## src/rtl/osc_meas_pkg.sv

```systemverilog
// osc_meas_pkg: shared state enum, default phase lengths and channel-width helper for osc_meas_sched
package osc_meas_pkg;
  typedef enum logic [2:0] {IDLE, CLEAR, RUN, STOP, CAPTURE, RESULT} state_t;
  localparam int DEF_CLEAR_CYCLES = 8;
  localparam int DEF_SETTLE_CYCLES = 4;
  function automatic int ch_w(input int n);
    return (n > 1) ? $clog2(n) : 1;
  endfunction
endpackage

```

## src/rtl/osc_meas_phase_timer.sv

```systemverilog
// osc_meas_phase_timer: loadable down-counter whose done flag marks the last cycle of an N-cycle phase
module osc_meas_phase_timer #(
  parameter int W = 17
) (
  input  logic         clk,
  input  logic         rst,
  input  logic         load,
  input  logic [W-1:0] load_val,
  output logic         done
);
  logic [W-1:0] cnt;
  always_ff @(posedge clk)
    if (rst) cnt <= '0;
    else if (load) cnt <= load_val;
    else if (cnt != '0) cnt <= cnt - 1'b1;
  assign done = cnt == W'(1);
endmodule

```

## src/rtl/osc_meas_sched.sv

```systemverilog
// osc_meas_sched: ring-oscillator measurement scheduler; REQ_CH carries one spare bit so out-of-range channels can be rejected; RES_STUCK exists only with OSC_MEAS_SCHED_STUCK_DETECT_EN
module osc_meas_sched
  import osc_meas_pkg::*;
#(
  parameter int NUM_OSC = 4,
  parameter int COUNTER_LENGTH = 128,
  parameter int WIN_W = 16,
  parameter int CLEAR_CYCLES = DEF_CLEAR_CYCLES,
  parameter int SETTLE_CYCLES = DEF_SETTLE_CYCLES
) (
  input  logic                              CLK,
  input  logic                              RESET,
  input  logic                              REQ_VALID,
  output logic                              REQ_READY,
  input  logic [ch_w(NUM_OSC):0]            REQ_CH,
  input  logic [WIN_W-1:0]                  REQ_WINDOW,
  output logic [NUM_OSC-1:0]                OSC_EN,
  output logic [NUM_OSC-1:0]                OSC_RESET,
  input  logic [NUM_OSC*COUNTER_LENGTH-1:0] OSC_COUNT,
  output logic                              RES_VALID,
  input  logic                              RES_READY,
  output logic [ch_w(NUM_OSC)-1:0]          RES_CH,
  output logic [COUNTER_LENGTH-1:0]         RES_COUNT,
  output logic                              RES_ERR,
  output logic                              BUSY
`ifdef OSC_MEAS_SCHED_STUCK_DETECT_EN
  , output logic                            RES_STUCK
`endif
);
  localparam int CW = ch_w(NUM_OSC);
  localparam int CLR_W = $clog2(CLEAR_CYCLES + 1);
  localparam int SET_W = $clog2(SETTLE_CYCLES + 1);
  localparam int MAX_W = (WIN_W > CLR_W) ? WIN_W : CLR_W;
  localparam int PH_W = ((MAX_W > SET_W) ? MAX_W : SET_W) + 1;
  localparam logic [CW:0] NUM_CH = NUM_OSC[CW:0];
  state_t state, next_state;
  logic [CW-1:0] ch;
  logic [WIN_W-1:0] win;
  logic ld, done, accept, ch_ok;
  logic [PH_W-1:0] ld_val;
  logic [NUM_OSC-1:0] oh;
  logic [COUNTER_LENGTH-1:0] cnt_arr [NUM_OSC];
  logic [COUNTER_LENGTH-1:0] sel;
  for (genvar i = 0; i < NUM_OSC; i++) begin : g_slice
    assign cnt_arr[i] = OSC_COUNT[i*COUNTER_LENGTH +: COUNTER_LENGTH];
  end
  assign sel = cnt_arr[ch];
  assign ch_ok = REQ_CH < NUM_CH;
  assign accept = REQ_VALID && state == IDLE;
  assign oh = NUM_OSC'(1) << ch;
  assign OSC_EN = (state == CLEAR || state == RUN) ? oh : '0;
  assign OSC_RESET = (state == RUN || state == STOP || state == CAPTURE) ? ~oh : '1;
  assign REQ_READY = state == IDLE;
  assign RES_VALID = state == RESULT;
  assign BUSY = state != IDLE;
  osc_meas_phase_timer #(.W(PH_W)) u_timer (
    .clk(CLK),
    .rst(RESET),
    .load(ld),
    .load_val(ld_val),
    .done(done)
  );
  always_comb begin
    next_state = state;
    ld = 1'b0;
    ld_val = '0;
    case (state)
      IDLE: begin
        next_state = REQ_VALID ? (ch_ok ? CLEAR : RESULT) : IDLE;
        ld = REQ_VALID && ch_ok;
        ld_val = PH_W'(CLEAR_CYCLES);
      end
      CLEAR: begin
        next_state = done ? RUN : CLEAR;
        ld = done;
        ld_val = PH_W'(win);
      end
      RUN: begin
        next_state = done ? STOP : RUN;
        ld = done;
        ld_val = PH_W'(SETTLE_CYCLES);
      end
      STOP: next_state = done ? CAPTURE : STOP;
      CAPTURE: next_state = RESULT;
      RESULT: next_state = RES_READY ? IDLE : RESULT;
      default: next_state = IDLE;
    endcase
  end
  always_ff @(posedge CLK)
    if (RESET) begin
      state <= IDLE;
      ch <= '0;
      win <= '0;
      RES_CH <= '0;
      RES_COUNT <= '0;
      RES_ERR <= 1'b0;
`ifdef OSC_MEAS_SCHED_STUCK_DETECT_EN
      RES_STUCK <= 1'b0;
`endif
    end else begin
      state <= next_state;
      if (accept) begin
        ch <= REQ_CH[CW-1:0];
        win <= (REQ_WINDOW == '0) ? WIN_W'(1) : REQ_WINDOW;
        RES_CH <= '0;
        RES_COUNT <= '0;
        RES_ERR <= !ch_ok;
`ifdef OSC_MEAS_SCHED_STUCK_DETECT_EN
        RES_STUCK <= 1'b0;
`endif
      end
      if (state == CAPTURE) begin
        RES_CH <= ch;
        RES_COUNT <= sel;
        RES_ERR <= 1'b0;
`ifdef OSC_MEAS_SCHED_STUCK_DETECT_EN
        RES_STUCK <= sel == '0;
`endif
      end
    end
endmodule
```

## config.mk

```make
export PLATFORM = sky130hd
export DESIGN_NAME = osc_meas_sched
export DESIGN_NICKNAME = d
export VERILOG_FILES = /design/src/rtl/osc_meas_pkg.sv /design/src/rtl/osc_meas_phase_timer.sv /design/src/rtl/osc_meas_sched.sv
export SDC_FILE = /design/constraint.sdc
export NUM_CORES = 1
export LEC_CHECK = 0
export ABC_CLOCK_PERIOD_IN_PS = 2600
export CORE_AREA = 4 4 259 261
export CTS_BUF_LIST = sky130_fd_sc_hd__clkbuf_8
export DETAILED_ROUTE_END_ITERATION = 6
export DIE_AREA = 0 0 263 265
export GPL_TIMING_DRIVEN = 0
export SLEW_MARGIN = 20
export SYNTH_ARGS = -nofsm -noshare
export SYNTH_HDL_FRONTEND = slang
export SYNTH_SLANG_ARGS = --single-unit
```

## constraint.sdc

```tcl
create_clock -name CLK -period 2.6 [get_ports CLK]
set_input_delay 0.78 -clock CLK [delete_from_list [all_inputs] [get_ports CLK]]
set_output_delay 0.78 -clock CLK [all_outputs]
set_load 0.02 [all_outputs]
```

# ---- Yosys cells after proc, flatten, opt, wreduce, memory -nomap -nowiden
# Cells that the tools add are included.
dict set report word_totals {
  register_bits 169
  latch_bits 0
  mem_bits_rw 0
  rom_bits 0
  in_bits 535
  n_memories 0
}
dict set report op_classes {
  n_addsub 1
  mul 0
  n_div 0
  magnitude_cmp 2
  n_eq_ne 6
  shifts 1
  muxes 21
  bitwise 2
  n_reduce_logical 14
}
# operator n
set ops {}
lappend ops {{2-to-1 mux 128 bit} 4}
lappend ops {{binary-select mux 128 bit (select 2 bit)} 1}
lappend ops {{case mux 16 bit (3 select lines)} 1}
lappend ops {{2-to-1 mux 17 bit} 2}
lappend ops {{case mux 3 bit (6 select lines)} 1}
lappend ops {{equality test 17 x 1 -> 1 bit (second input constant)} 1}
lappend ops {{nonzero test 17 bit} 1}
lappend ops {{subtractor 17 x 1 -> 17 bit (second input constant)} 1}
lappend ops {{logical NOT 16 bit} 1}
lappend ops {{2-to-1 mux 16 bit} 1}
lappend ops {{2-to-1 mux 3 bit} 4}
lappend ops {{2-to-1 mux 4 bit} 2}
lappend ops {{equality test 3 x 2 -> 1 bit (second input constant)} 2}
lappend ops {{equality test 3 bit (second input constant)} 2}
lappend ops {{2-to-1 mux 2 bit} 3}
lappend ops {{NOT 4 bit} 1}
lappend ops {{nonzero test 2 bit} 2}
lappend ops {{OR reduction 2 bit} 2}
lappend ops {{<< shifter 1 x 2 -> 4 bit (first input constant)} 1}
lappend ops {{equality test 3 x 1 -> 1 bit (second input constant)} 1}
lappend ops {{>= comparator 3 bit (second input constant)} 1}
lappend ops {{logical NOT 3 bit} 1}
lappend ops {{logical OR 1 bit} 3}
lappend ops {{< comparator 3 bit (second input constant)} 1}
lappend ops {{6 further kinds} 7}

# ---- Logic depth before layout (Yosys ltp)
dict set report depth {
  depth_word 5
  ltp_mapped 8
  depth_no_buf 6
}

# ---- Modules after synthesis
# Synthesis repeated with hierarchy kept, for this count alone.
dict set report unflattened {
  hier_cells 721
  area_unflattened_um2 9101.2
}
# mod instances cells_per_inst area_each_um2 seq_area_each_um2
set modules_own_cells {}
lappend modules_own_cells {osc_meas_sched 1 605 8154.1 3042.9}
lappend modules_own_cells {osc_meas_phase_timer 1 116 947.2 340.3}

# ---- Worst setup path before layout
# Ideal clock, no wire load.
dict set report synth_timing {
  kind {flip-flop to output port}
  from {register ch[0]}
  to {output port OSC_EN[1]}
  arrival_ps 1680
  required_time_ps 1820
  slack_ps 140
  stages_incl_launch_ff 4
  n_path_buf 2
  path_cell_list {dfxtp_1 > buf_1 > clkbuf_1 > nor3b_1}
}
dict set report synth_via {
  elab_chain_cells 2
}
# element line_no
set synth_rtl {}
lappend synth_rtl {{start: declaration} osc_meas_sched.sv:37} ;# logic [CW-1:0] ch;
lappend synth_rtl {{start signal: assignment} osc_meas_sched.sv:103} ;# ch <= REQ_CH[CW-1:0];
lappend synth_rtl {{<< shifter 1 x 2 -> 4 bit} osc_meas_sched.sv:50} ;# assign oh = NUM_OSC'(1) << ch;
lappend synth_rtl {{2-to-1 mux 4 bit} osc_meas_sched.sv:51} ;# assign OSC_EN = (state == CLEAR || state == RUN) ? oh : '0;
lappend synth_rtl {{end: declaration} osc_meas_sched.sv:17} ;# output logic [NUM_OSC-1:0] OSC_EN,
# Every way passes these cells.

# ---- Worst setup path in the final report
dict set report layout_timing {
  from {register ch[0]}
  to {register RES_COUNT[125]}
}
dict set report layout_via {
  elab_chain_cells 5
}
# element line_no
set layout_rtl {}
lappend layout_rtl {{NOT 2 -> 3 bit (not written as such)} osc_meas_sched.sv:47} ;# assign sel = cnt_arr[ch];
lappend layout_rtl {{binary-select mux 128 bit (select 2 bit)} osc_meas_sched.sv:47}
lappend layout_rtl {{2-to-1 mux 128 bit (not written as such) (2 in a row)} osc_meas_sched.sv:47}
lappend layout_rtl {{2-to-1 mux 128 bit} osc_meas_sched.sv:112} ;# if (state == CAPTURE) begin
lappend layout_rtl {{end signal: assignment} osc_meas_sched.sv:114} ;# RES_COUNT <= sel;
lappend layout_rtl {{end: declaration} osc_meas_sched.sv:23} ;# output logic [COUNTER_LENGTH-1:0] RES_COUNT,
# Every way passes these cells. The select of a mux whose other input is x is not followed.
# A chain may end at the register's enable or synchronous reset.

==> metrics.csv <==
stage;metric;value;unit
placed_design;post-place-ws;-1.045;ns
global_route;grt_first_pass_wirelength;84730;microns
sta;worst_slack;0.09354;ns
sta;hold_slack;0.4707;ns
placed_design;dp.final_hpwl;52210;microns
yosys;synth-edff-count;0;
global_route;grt_usage;0.1669;
floorplan;dieArea;0.06970;sq mm
floorplan;core;0.06446;sq mm
global_route;grt_pass1_vias;12090;
power;clkPwrFrac;0.201;
job;maxCapViolCount;0;
yosys;yosysTopAreaCell;dfxtp_1;
sta;tightest_slew;0.9129;ns
clocking;cts_max_level;4;
layout;finalNetCount;2239;
route;wl;61190;microns
sta;fin_crit_sh;0.9640;
sta;fin_skew;0.02228;ns
power;power.switching;3.728;mW
clocking;cts_sinks;169;
yosys;synthArstFlopShare;0;
power;p_per_area;528.5;mW/mm^2
floorplan;rows;93;
route;drt-initial-drc-count;718;
yosys;synth-seq-cells;169;
worst_setup_path;cpPeakStageDelay;0.57;ns
clocking;cts_tree;built;
power;pwr-share-comb;0.472;
sta;final_hold_viol_count;0;
worst_setup_path;start_kind;register;
sta;setup_viol;0;
route;ant_nets;0;
power;seqPwrFrac;0.326;
power;swShare;0.3879;
worst_setup_path;crit_type;register to register;
global_route;grt_max_degree;20;
yosys;netlist_top_cells_count;nand2_1 (178), dfxtp_1 (169), a21oi_1 (162);
placed_design;gp_congestion;0.9266;
sta;rsz0062_at_grt;no;
worst_setup_path;cp.required;3.01;ns
run_status;status;completed;
sta;maxSlewViolCount;0;
yosys;ys_types;54;
sta;fmax;399.0;MHz
route;vias;11360;
power;leakage;5.872;nW
clocking;clockBufferDepth;2;
floorplan;die_x;263;microns
yosys;synth_most_common_cell;nand2_1;
yosys;ys.flop_type;dfxtp_1;
floorplan;ios;677;
route;wl_per_cell;23.68;microns
yosys;synth_cells;1001;
worst_setup_path;worstSetupEndpointType;register;
placed_design;io_buffers;676;
worst_setup_path;worst-r2r-setup-slack;0.09;ns
power;internal_power;5.883;mW
route;via_per_inst;4.394;
floorplan;initial_core_util;0.1520;
yosys;yosys_warnings;0;
sta;slew_headroom;0.3914;
worst_setup_path;cpMaxStageDelayCell;mux4_2;
layout;layout-drive-gt1-share;0.1464;
clocking;path_clk_slew;0.10;ns
yosys;netlist.area_leader.share;0.3452;
layout;syn_to_final_growth;85.57;%
yosys;synth_nets;1538;
worst_setup_path;crit_chain;clkbuf_2 -> buf_2 -> mux4_2 -> nand2_1 -> a21oi_1;
yosys;netlist_area;0.009801;sq mm
worst_setup_path;worstPathArrival;2.92;ns
clocking;clock_tree.root_cell;clkbuf_8;
yosys;ys_seq_area_frac;0.3452;
clocking;insertion_delay;0.56;ns
route;drc;0;
global_route;grt.overflow.total;0;
power;worst_ir_drop_vdd;0.0002837;V
clocking;cts_buffers;17;
worst_setup_path;cp_max_fo;10;
hold_path;min_path_type;register to register;
global_route;antenna_found_initial;24;
yosys;avgSynthCellArea;9.791;sq um
route;first_pass_iters;5;
sta;min_period;2.506;ns
yosys;synth_area_leaders;dfxtp_1 (35%), mux4_2 (29%), a21oi_1 (8.3%);
sta;finalSetupTns;0;ns
floorplan;die_h;265;microns
[cells in the final DEF (no fill, tap or decap), drive strengths merged, types with 10 or more instances in the layout]
master / Yosys / final
buf: 42 / 60
dfxtp: 169 / 169
nand3: 150 / 150
clkdlybuf4s50: 0 / 662
diode: 0 / 15
a21oi: 168 / 168
nor2: 10 / 10
nor3: 10 / 10
mux4: 128 / 128
inv: 8 / 14
nand2: 179 / 179
clkbuf: 62 / 76
[routing by layer]
| layer | vias to the layer above | share of wire | GRT usage |
|---|---|---|---|
| li1 | 5163 | - | - |
| met1 | 5558 | 0.39 | 0.1924 |
| met2 | 562 | 0.51 | 0.2921 |
| met3 | 66 | 0.075 | 0.04799 |
| met4 | 6 | 0.034 | 0.06717 |
| met5 | - | 0.00067 | 0 |
[layout make-up]
cell class	instances	area, sq um
Clock buffer	17	234.0
Inverter	8	36.28
Clock inverter	14	140.1
Timing Repair Buffer	687	6817
Buffer	99	471.7
Multi-Input combinational cell	720	5987
Antenna cell	15	37.54
Sequential cell	169	3395
Fill cell	6746	46280
Tap cell	855	1070
[sequential cells by signal (all words and copies together), names as in the netlist]
signal,count
state,3
RES_ERR,1
RES_COUNT,128
u_timer.cnt,17
ch,2
win,16
RES_CH,2
[worst max-delay path: cells and delay by family (launching register included)]
kind | cells | cell delay (ns)
buffers and inverters | 2 | 1.02
muxes | 1 | 0.57
DFF | 1 | 0.39
and+or+nand+nor | 1 | 0.26
AOI/OAI and AO/OA | 1 | 0.11
[logic make-up (layout without fill, tap and decap cells)]
family / after synthesis / count (layout) / synth area share
flip-flops: 169 / 169 / 0.3452
other: 0 / 15 / 0
adder cells (fa/ha/maj): 2 / 2 / 0.002553
multiplexers: 130 / 130 / 0.2963
AND/OR/NAND/NOR: 383 / 383 / 0.1833
AO/OA/AOI/OAI: 198 / 198 / 0.1157
buffers and inverters: 112 / 825 / 0.05068
XOR/XNOR: 7 / 7 / 0.006256
[power by group through the flow]
stage	registers (mW)	clock network (mW)	logic, mW
after global placement	3.14	0	4.32
after global routing	3.17	2.10	4.85
after detailed placement	3.15	0	4.36
final	3.14	1.93	4.54
after floorplan	3.28	0	2.19
after CTS	3.13	2.04	4.54
[what timing repair did]
action,in CTS,in global routing
hold buffers,0,0
endpoints found under the setup margin,123,14
pin swaps,3,3
resized for setup,81,15
buffers inserted,9,2
hold endpoints to repair,0,0
[path summary, 6_finish.rpt]
path | startpoint | endpoint | cells past startpoint
hold / removal | win[2] | win[2] | 2
setup reg to reg | ch[0] | RES_COUNT[125] | 5
setup / recovery | ch[0] | RES_COUNT[125] | 5
hold reg to reg | win[2] | win[2] | 2
[through the flow]
stage / cells / power, mW / utilization / area, sq um
global route: 2583 / 10.13 / 0.2821 / 18180
detailed placement: 2532 / 7.513 / 0.2737 / 17640
CTS: 2569 / 9.714 / 0.2814 / 18140
global placement: 2532 / 7.460 / 0.2736 / 17640
finish: 2584 / 9.612 / 0.2821 / 18190
floorplan: 1001 / 5.472 / - / 9801
No activity file was read; power rests on OpenSTA's default activity.
